$ cat src/rtl/mod_counter_pkg.sv
// Shared definitions for the modular up/down counter: direction encoding and
// the terminal (wrap-around) value helper.
package mod_counter_pkg;

    localparam logic CNT_DOWN = 1'b0;
    localparam logic CNT_UP   = 1'b1;

    // Value at which the counter wraps when moving in direction dir.
    function automatic int unsigned terminal_value(input logic dir, input int unsigned modulus);
        return (dir == CNT_UP) ? (modulus - 1) : 0;
    endfunction

endpackage

$ cat src/rtl/count_prescaler.sv
// Enabled-cycle prescaler: counts enabled cycles 0..PRESCALE-1 and pulses tick
// on the enabled cycle at PRESCALE-1. clr restarts the interval.
module count_prescaler #(
    parameter int PRESCALE = 1
) (
    input  logic clk,
    input  logic resetn,
    input  logic en,
    input  logic clr,
    output logic tick
);

    localparam int CW = (PRESCALE > 1) ? $clog2(PRESCALE) : 1;
    localparam logic [CW-1:0] LAST = CW'(PRESCALE - 1);

    logic [CW-1:0] cnt_q;
    logic [CW-1:0] cnt_d;

    assign tick = en && (cnt_q == LAST);

    always_comb begin
        cnt_d = cnt_q;
        if (clr) begin
            cnt_d = '0;
        end else if (en) begin
            cnt_d = tick ? '0 : cnt_q + CW'(1);
        end
    end

    always_ff @(posedge clk or negedge resetn) begin
        if (!resetn) begin
            cnt_q <= '0;
        end else begin
            cnt_q <= cnt_d;
        end
    end

endmodule

$ cat src/rtl/mod_updown_counter.sv
// Modulo-MODULUS up/down counter with synchronous load, cascade carry and a
// registered wrap pulse. Define MOD_COUNTER_PRESCALE_EN to insert a prescaler.
module mod_updown_counter
    import mod_counter_pkg::*;
#(
    parameter int WIDTH    = 4,
    parameter int MODULUS  = 16,
    parameter int PRESCALE = 1
) (
    input  logic             clk,
    input  logic             resetn,
    input  logic [WIDTH-1:0] R,
    input  logic             l,
    input  logic             en,
    input  logic             up,
    output logic [WIDTH-1:0] q,
    output logic             carry_out,
    output logic             wrap
);

    localparam longint MOD_LIMIT = longint'(1) << WIDTH;

    if (MODULUS < 2) begin : g_err_mod_lo
        $error("mod_updown_counter: MODULUS must be at least 2");
    end
    if (longint'(MODULUS) > MOD_LIMIT) begin : g_err_mod_hi
        $error("mod_updown_counter: MODULUS must not exceed 2**WIDTH");
    end
    if (PRESCALE < 1) begin : g_err_pre
        $error("mod_updown_counter: PRESCALE must be at least 1");
    end

    localparam logic [WIDTH-1:0] TERM_UP = WIDTH'(terminal_value(CNT_UP, MODULUS));
    localparam logic [WIDTH-1:0] TERM_DN = WIDTH'(terminal_value(CNT_DOWN, MODULUS));

    logic [WIDTH-1:0] q_q;
    logic [WIDTH-1:0] q_d;
    logic             wrap_q;
    logic             wrap_d;
    logic             step;
    logic             at_term;
    logic [WIDTH-1:0] load_val;

`ifdef MOD_COUNTER_PRESCALE_EN
    logic tick;

    count_prescaler #(
        .PRESCALE(PRESCALE)
    ) u_prescaler (
        .clk   (clk),
        .resetn(resetn),
        .en    (en),
        .clr   (l),
        .tick  (tick)
    );

    assign step = en & tick;
`else
    assign step = en;
`endif

    assign at_term  = (q_q == ((up == CNT_UP) ? TERM_UP : TERM_DN));
    // Out-of-range load values saturate to the top of the count range.
    assign load_val = (R > TERM_UP) ? TERM_UP : R;

    assign carry_out = step & ~l & at_term;

    always_comb begin
        q_d    = q_q;
        wrap_d = 1'b0;
        if (l) begin
            q_d = load_val;
        end else if (step) begin
            wrap_d = at_term;
            if (up == CNT_UP) begin
                q_d = at_term ? TERM_DN : q_q + WIDTH'(1);
            end else begin
                q_d = at_term ? TERM_UP : q_q - WIDTH'(1);
            end
        end
    end

    always_ff @(posedge clk or negedge resetn) begin
        if (!resetn) begin
            q_q    <= '0;
            wrap_q <= 1'b0;
        end else begin
            q_q    <= q_d;
            wrap_q <= wrap_d;
        end
    end

    assign q    = q_q;
    assign wrap = wrap_q;

endmodule
$ cat config.mk
export PLATFORM = sky130hd
export DESIGN_NAME = mod_updown_counter
export DESIGN_NICKNAME = d
export VERILOG_FILES = /design/src/rtl/mod_counter_pkg.sv /design/src/rtl/count_prescaler.sv /design/src/rtl/mod_updown_counter.sv
export SDC_FILE = /design/constraint.sdc
export NUM_CORES = 1
export LEC_CHECK = 0
export ABC_AREA = 1
export CAP_MARGIN = 10
export CORE_AREA = 2 2 39 41
export DETAILED_ROUTE_END_ITERATION = 8
export DIE_AREA = 0 0 41 43
export PLACE_DENSITY_LB_ADDON = 0.15
export SYNTH_ARGS = -nofsm -noshare
export SYNTH_HDL_FRONTEND = slang
export SYNTH_SLANG_ARGS = --single-unit
$ cat constraint.sdc
create_clock -name clk -period 1.2 [get_ports clk]
set_input_delay 0.24 -clock clk [delete_from_list [all_inputs] [get_ports clk]]
set_output_delay 0.24 -clock clk [all_outputs]
set_load 0.02 [all_outputs]
**Yosys cells after proc, flatten, opt, wreduce, memory -nomap -nowiden**

Cells that the tools add are included.

- Word-level logic and storage cells: 19
- Output and inout bits: 6
- Register bits: 5

- Multiplexer cells: 9
- Add/subtract/negate cells: 2
- Bitwise operators: 3
- Magnitude comparators: 1
- Equality and inequality tests: 1
- Reduce and logical (&&, ||, !) cells: 1

Operators by type and width:

| kind | number |
|---|---|
| $mux 4 | 7 |
| $add 4x1->4 const B | 1 |
| $eq 4x4->1 | 1 |
| $gt 4x4->1 const B | 1 |
| $sub 4x1->4 const B | 1 |
| $and 1x1->1 | 2 |
| $mux 1 | 2 |
| $reduce_bool 2->1 | 1 |
| $not 1->1 | 1 |

**Longest topological paths before layout**

Gate-level depths: netlist of the first run.

- Word-level depth: 6
- Depth in mapped cells: 8

**Least setup slack after synthesis of the first run**

No wires, ideal clock.

- Path type: register -> register
- Start point: register q_q[0] (netlist: q[0])
- End point: register q_q[2] (netlist: q[2])
- Path buffers: 0
- Required time: 1078 ps
- Library setup time: 122 ps
- Path slack: -126 ps
- Stages on the path, launching flop included: 9
- Clock period less this slack: 1326 ps
- Data arrival time: 1204 ps
- Cells stage by stage: dfrtp_1 > inv_2 > ha_1 > nand2_1 > nand2_1 > o21ai_0 > nand2_1 > nand2_1 > nand3_2

- Longest elaborated chain between the ends: 5
- Elaborated cells on any way between the ends: 8
- Those cells by class: add/sub: 2; eq/ne: 1; mux: 5

RTL lines:

| element | line | text |
|---|---|---|
| start: declaration | mod_updown_counter.sv:36 | `logic [WIDTH-1:0] q_q;` |
| start signal: assignment | mod_updown_counter.sv:88 | `q_q <= q_d;` |
| $sub 4x1->4, or another cell as far along | mod_updown_counter.sv:78 | `q_d = at_term ? TERM_UP : q_q - WIDTH'(1);` |
| $mux 4, on equally long branches | mod_updown_counter.sv:78, mod_updown_counter.sv:76 |  |
| $mux 4 (*) | mod_updown_counter.sv:75 | `if (up == CNT_UP) begin` |
| $mux 4 (*) | mod_updown_counter.sv:73 | `end else if (step) begin` |
| $mux 4 (*) | mod_updown_counter.sv:71 | `if (l) begin` |

Mark *: on every way between the ends. The rest lies on a longest branch, timed or not. The select of a mux whose other input is x is not followed.
A chain may end at the register's enable or synchronous reset.

**Worst setup path after layout of the first run**

- Start point: register q_q[1] (netlist: q[1])
- End point: output carry_out

- Longest elaborated chain between the ends: 2

RTL lines:

| element | line | text |
|---|---|---|
| $eq 4x4->1 | mod_updown_counter.sv:62 | `assign at_term = (q_q == ((up == CNT_UP) ? TERM_UP : TERM_DN));` |
| $and 1x1->1 | mod_updown_counter.sv:66 | `assign carry_out = step & ~l & at_term;` |
| end: declaration | mod_updown_counter.sv:17 | `output logic carry_out,` |

No other way between the ends.

==> out/qor.csv, run 1 <==
metric,value,unit
Peak VDD IR,501,uV
grt ovf,0,
Worst-Margin Slew,0.282,ns
n_diodes,0,
final instance area,698,um2
pin count of the biggest net entering global routing,6,
worst-skew pair later-pin latency,0.24,ns
die width,41,um
die footprint,1760,um2
achievable frequency,711,MHz
clock sink count,5,
share of layout cells above drive strength 1,40.9,%
Power Dens Cells,999,nW/um2
"Cell Area, Synth",395,um2
mux contribution to synthesized area,0,%
Clock Tree Root,clkbuf_4,
Initial Util,28.6,%
first-pass GRT wire length,1.70,mm
Post-DRT Antenna Nets,0,
Multi-input gate area,255,um2
Vias per Instance,4.43,
crit path max fanout,4,
fillers,145,
crit path capture type,primary output,
Routed WL per cell,10.1,um
Placer Congestion,0.824,
RSZ-0062 raised after global routing,true,
Clock Skew,0.00525,ns
Total GRT Usage,14.7,%
"Power, Total",0.698,mW
Simple-Gate Fraction of Synth Area,42.1,%
register area share after synthesis,31.6,%
critical setup path kind,flip-flop to primary output,
final WL,1.05,mm
Post-Synth XOR/XNOR Area,2.22,%
CTS tree,yes,
number of max-cap violations,0,
most frequent cells in the layout,"17 x nand2_1, 12 x buf_4, 7 x inv_1, 7 x clkdlybuf4s50_1, 5 x nand3_1",
die height,43,um
"Req. time, crit path",0.96,ns
number of buffers created by CTS,3,
vias in the first global route,435,
syn_nets,68,
final setup margin,-0.207,ns
clock-pin slew on the worst setup and hold paths,0.04,ns
DRC,0,
final hold vios,0,
final worst-path cycle share,117,%
failing checks,setup timing,
hpwl dp,833,um
Post-Synth Adder-Cell Area,6.33,%
Critical Path AT,1.17,ns
Synth Area in Compound Gates,8.23,%
row count,14,
"flops & latches, synth",5,
leakage,0.387,nW
Syn Area/Cell,6.94,um2
outcome,"complete, but fails checks",
1st-pass router iterations,4,
Slew HR,81.2,%
clk buf depth,2,
PortBufs,14,
core area,1380,um2
register area,129,um2
Final Setup Violations,4,
crit start category,flip-flop,
I/O Pins,15,
hold crit path type,input pin to async pin,
main combinational cell family by area after synthesis,simple AND/OR/NAND/NOR gates,
Slew Limit Fails,0,
post-route minimum period,1.41,ns
Area after DPL,662,um2
H-tree depth,1,
P&R area growth vs syn,76.6,%
"commonest non-fill, non-tap cell in the layout",nand2_1,
Cell variety after synth,14,
Synth Instances,57,
initial antenna violation count,0,
vias,461,
nets,100,
Yosys warning total,0,
Starting DRT DRC Count,13,
-- cell usage after synthesis --
master,n,area [um2]
nand2_1,17,63.8
inv_1,9,33.8
dfrtp_1,5,125
nand3_1,5,25.0
nand2_2,4,25.0
nor2_1,4,15.0
a22oi_1,3,22.5
ha_1,2,25.0
nand3_2,2,20.0
o21ai_0,2,10.0
inv_2,1,3.75
nand4_1,1,6.26
nor2_4,1,11.3
xor2_1,1,8.76
-- cell families (layout without fill, tap and decap cells) --
logic type,Yosys count,after routing
simple gates,34,34
buf+inv,10,41
compound gates,5,5
flops,5,5
fa+ha+maj,2,2
xor+xnor,1,1
-- routing by layer --
metal | global-route usage (%) | vias up | share of wire (%)
li1 | - | 241 | -
met1 | 19.1 | 208 | 45
met2 | 21.6 | 10 | 50
met3 | 1.57 | 2 | 4.4
met4 | 10.0 | 0 | 1.0
met5 | 0 | - | 0
-- flip-flops by register name, indices dropped and copies added, names as in the netlist --
name,flops
q,4
wrap,1
-- critical path, stage by stage, from the launching register on --
cell	delay [ns]
dfrtp_2	0.42
nand2_2	0.08
nor2_4	0.10
nand2_2	0.06
nand2_2	0.07
nand2_2	0.05
inv_2	0.05
buf_6	0.10
-- metrics by stage --
step	setup slack [ns]	hold slack (ns)	setup TNS [ns]	cells	utilization, %
6_report	-0.207	0.225	-0.395	104	50.5
5_1_grt	-0.292	0.242	-0.709	104	50.5
4_1_cts	-0.236	0.225	-0.439	104	50.1
3_5_place_dp	-0.703	0.487	-1.80	100	47.8
3_3_place_gp	-0.704	0.489	-1.85	100	47.8
2_1_floorplan	0.0181	-0.0556	0	57	-
-- report_power, final --
| part | switching [mW] | leakage, nW | total, mW | internal, mW |
|---|---|---|---|---|
| combinational | 0.140 | 0.313 | 0.290 | 0.150 |
| clock | 0.0653 | 0.0150 | 0.191 | 0.125 |
| sequential | 0.0273 | 0.0590 | 0.217 | 0.189 |
| total | 0.233 | 0.387 | 0.698 | 0.465 |
-- path summary, 6_finish.rpt --
path	start	end	slack [ns]	cells past startpoint
worst min register to register	q[0]	q[0]	0.66	2
min in group clk	R[2]	q[2]	0.57	3
max in group asynchronous	resetn	q[2]	0.76	1
worst min-delay path	resetn	q[3]	0.23	1
worst max register to register	q[1]	q[2]	-0.10	9
worst max-delay path	q[1]	carry_out	-0.21	7
-- area by class of cell --
class	instances	share of cell area, %
sequential	5	18.5
tap	16	2.87
clock buffer	4	3.76
inverter	10	5.38
multi-input combinational	42	36.6
timing repair buffer	27	33.0
-- repair_timing --
action / CTS / global route
pin swaps: 3 / 3
hold buffers: 0 / 0
setup endpoints to repair: 8 / 8
resized for setup: 20 / 7
setup buffers: 0 / 1
(Power assumes the default switching activity.)
==> run 2: changes to the inputs <==
--- a/config.mk
+++ b/config.mk
@@ -13,4 +13,5 @@
 export PLACE_DENSITY_LB_ADDON = 0.15
 export SYNTH_ARGS = -nofsm -noshare
 export SYNTH_HDL_FRONTEND = slang
+export SYNTH_HIERARCHICAL = 1
 export SYNTH_SLANG_ARGS = --single-unit
==> results of run 2 <==
No change in the layout: final DEF, timing and power equal those of run 1.
Among the figures that moved: Yosys warning count 0 -> 6
==> run 3: changes to the inputs <==
--- a/config.mk
+++ b/config.mk
@@ -7,9 +7,10 @@
 export LEC_CHECK = 0
 export ABC_AREA = 1
 export CAP_MARGIN = 10
-export CORE_AREA = 2 2 39 41
+export CORE_MARGIN = 2
+export CORE_UTILIZATION = 30
 export DETAILED_ROUTE_END_ITERATION = 8
-export DIE_AREA = 0 0 41 43
+export GPL_ROUTABILITY_DRIVEN = 0
 export PLACE_DENSITY_LB_ADDON = 0.15
 export SYNTH_ARGS = -nofsm -noshare
 export SYNTH_HDL_FRONTEND = slang
==> constraint.sdc (replaced) <==
create_clock -name clk -period 1.4 [get_ports clk]
set_input_delay 0.28 -clock clk [delete_from_list [all_inputs] [get_ports clk]]
set_output_delay 0.28 -clock clk [all_outputs]
set_load 0.02 [all_outputs]
==> out/qor.csv, run 3 <==
metric,value,unit
outcome,"complete, but fails checks",
failing checks,setup timing,
Net Sw Frac,34.6,%
critical setup path kind,flip-flop to primary output,
Main synth FF type,dfrtp_1,
clk buf depth,2,
core area,1270,um2
Slew HR,79.0,%
Synth Instances,57,
most frequent cells in the layout,"17 x nand2_1, 12 x buf_4, 8 x inv_1, 7 x clkdlybuf4s50_1",
cell-internal power,0.390,mW
clock-pin slew on the worst setup and hold paths,0.05,ns
"commonest non-fill, non-tap cell in the layout",nand2_1,
number of buffers created by CTS,3,
largest area contributor in the netlist,dfrtp_1,
hold crit path type,input pin to async pin,
worst r2r src,q[1],
die width,40.3,um
top cell type's share of synthesized area,31.6,%
CP cell instances,"nor2_2, nand3_2, nand2_2, nand2_2, inv_2, buf_6",
n_diodes,0,
PortBufs,14,
achievable frequency,654,MHz
crit path max fanout,4,
WHS,0.268,ns
die height,40.3,um
nets,100,
H-tree depth,1,
P_sw,0.206,mW
Power Dens Cells,883,nW/um2
Vias per Instance,4.60,
"Req. time, crit path",1.12,ns
Fin Setup TNS,-0.130,ns
worst-skew pair later-pin latency,0.24,ns
pin count of the biggest net entering global routing,6,
final hold vios,0,
final WL,1.13,mm
hpwl dp,882,um
fillers,135,
"Top cell by count, worst path",nand2_2,
RSZ-0062 raised after global routing,true,
max FFs per register,4,
syn_nets,68,
Synth area leaders,"dfrtp_1 32%, nand2_1 16%, inv_1 8.5%",
crit path capture type,primary output,
CTS tree,yes,
Clock Power Share,29.3,%
final setup margin,-0.130,ns
Starting DRT DRC Count,4,
utilization after layout,53.3,%
Initial Util,31.2,%
leakage,0.388,nW
1st-pass router iterations,4,
Critical Path AT,1.25,ns
cts hold-fix bufs,0,
Yosys warning total,6,
DRC,0,
clock sink count,5,
Post-DRT Antenna Nets,0,
Cell variety after synth,14,
Clock Tree Root,clkbuf_4,
final worst-path cycle share,109,%
slowest CP cell,dfrtp_1,
most frequent cell after synthesis,nand2_1,
crit path launch,q[2],
post-route minimum period,1.53,ns
Worst-Margin Slew,0.314,ns
vias in the first global route,389,
delay of the slowest critical-path stage,0.41,ns
I/O Pins,15,
Slew Limit Fails,0,
die footprint,1620,um2
number of max-cap violations,0,
P&R area growth vs syn,70.9,%
Peak VDD IR,442,uV
first-pass GRT wire length,1.58,mm
Synth async-reset ratio,100,%
Syn Area/Cell,6.94,um2
Seq pwr share,29.7,%
most instantiated cells after synthesis,"17 x nand2_1, 9 x inv_1, 5 x dfrtp_1, 5 x nand3_1",
grt ovf,0,
Post-synth EDFFs,0,
Total GRT Usage,15.3,%
Final Setup Violations,1,
register area share after synthesis,31.6,%
share of layout cells above drive strength 1,36.4,%
row count,13,
Clock Skew,0.00106,ns
crit start category,flip-flop,
vias,474,
"flops & latches, synth",5,
initial antenna violation count,0,
"Cell Area, Synth",395,um2
logic gate share of total power,41.1,%
Routed WL per cell,11.0,um
[run 3: cell counts after synthesis]
No cell type changed its count.
[run 3: stage by stage]
stage	std cells	worst slack (ns)	instance area, um2	power (mW)
after floorplan	57	0.0700	395	0.293
after global placement	96	-0.620	629	0.408
after CTS	100	-0.111	652	0.582
after detailed placement	96	-0.619	629	0.410
after global routing	103	-0.198	676	0.643
final	103	-0.130	676	0.597
[run 3: power by group through the flow]
| stage | combinational (mW) | sequential (mW) | clock [mW] |
|---|---|---|---|
| after detailed placement | 0.232 | 0.178 | 0 |
| final | 0.245 | 0.177 | 0.175 |
| after floorplan | 0.0919 | 0.201 | 0 |
| after global routing | 0.271 | 0.178 | 0.194 |
| after global placement | 0.230 | 0.178 | 0 |
| after CTS | 0.224 | 0.177 | 0.180 |
[run 3: worst paths after layout]
check / cells past startpoint / slack, ns / end
setup / recovery: 6 / -0.13 / carry_out
hold / removal: 1 / 0.27 / wrap
setup reg to reg: 10 / 0.02 / q[2]
hold reg to reg: 3 / 0.66 / q[3]
max in group asynchronous: 1 / 0.93 / q[2]
min in group clk: 5 / 0.60 / q[1]
[run 3: cell type report]
type / count / area (um2) / share of cell area (%)
Inverter: 10 / 37.5 / 5.56
Clock buffer: 4 / 26.3 / 3.89
Sequential cell: 5 / 125 / 18.5
Tap cell: 15 / 18.8 / 2.78
Multi-Input combinational cell: 42 / 248 / 36.7
Timing Repair Buffer: 27 / 220 / 32.6
[run 3: cell families (layout without fill, tap and decap cells)]
logic type	Yosys count	after routing	share of synthesized area, %
flip-flops	5	5	31.6
AO/OA/AOI/OAI	5	5	8.23
buffers and inverters	10	41	9.49
XOR/XNOR	1	1	2.22
AND/OR/NAND/NOR	34	34	42.1
adder cells (fa/ha/maj)	2	2	6.33
[run 3: repair_timing]
item,4_1_cts,5_1_grt
pin swaps,2,8
cloned,0,0
gates resized for setup,15,11
endpoints found under the setup margin,6,6
buffers inserted,0,3
[run 3: routing by layer]
layer,global-route usage (%),part of all wire [%],vias to the layer above
li1,-,-,242
met1,17.5,45,219
met2,26.6,51,11
met3,5.00,3.0,2
met4,5.00,0.97,0
met5,0,0,-
[run 3: worst max-delay path, delay by kind of cell (launching register included)]
kind                   cells  cell delay [ns]
AND/OR/NAND/NOR            4             0.42
flip-flops                 1             0.41
buffers and inverters      2             0.15
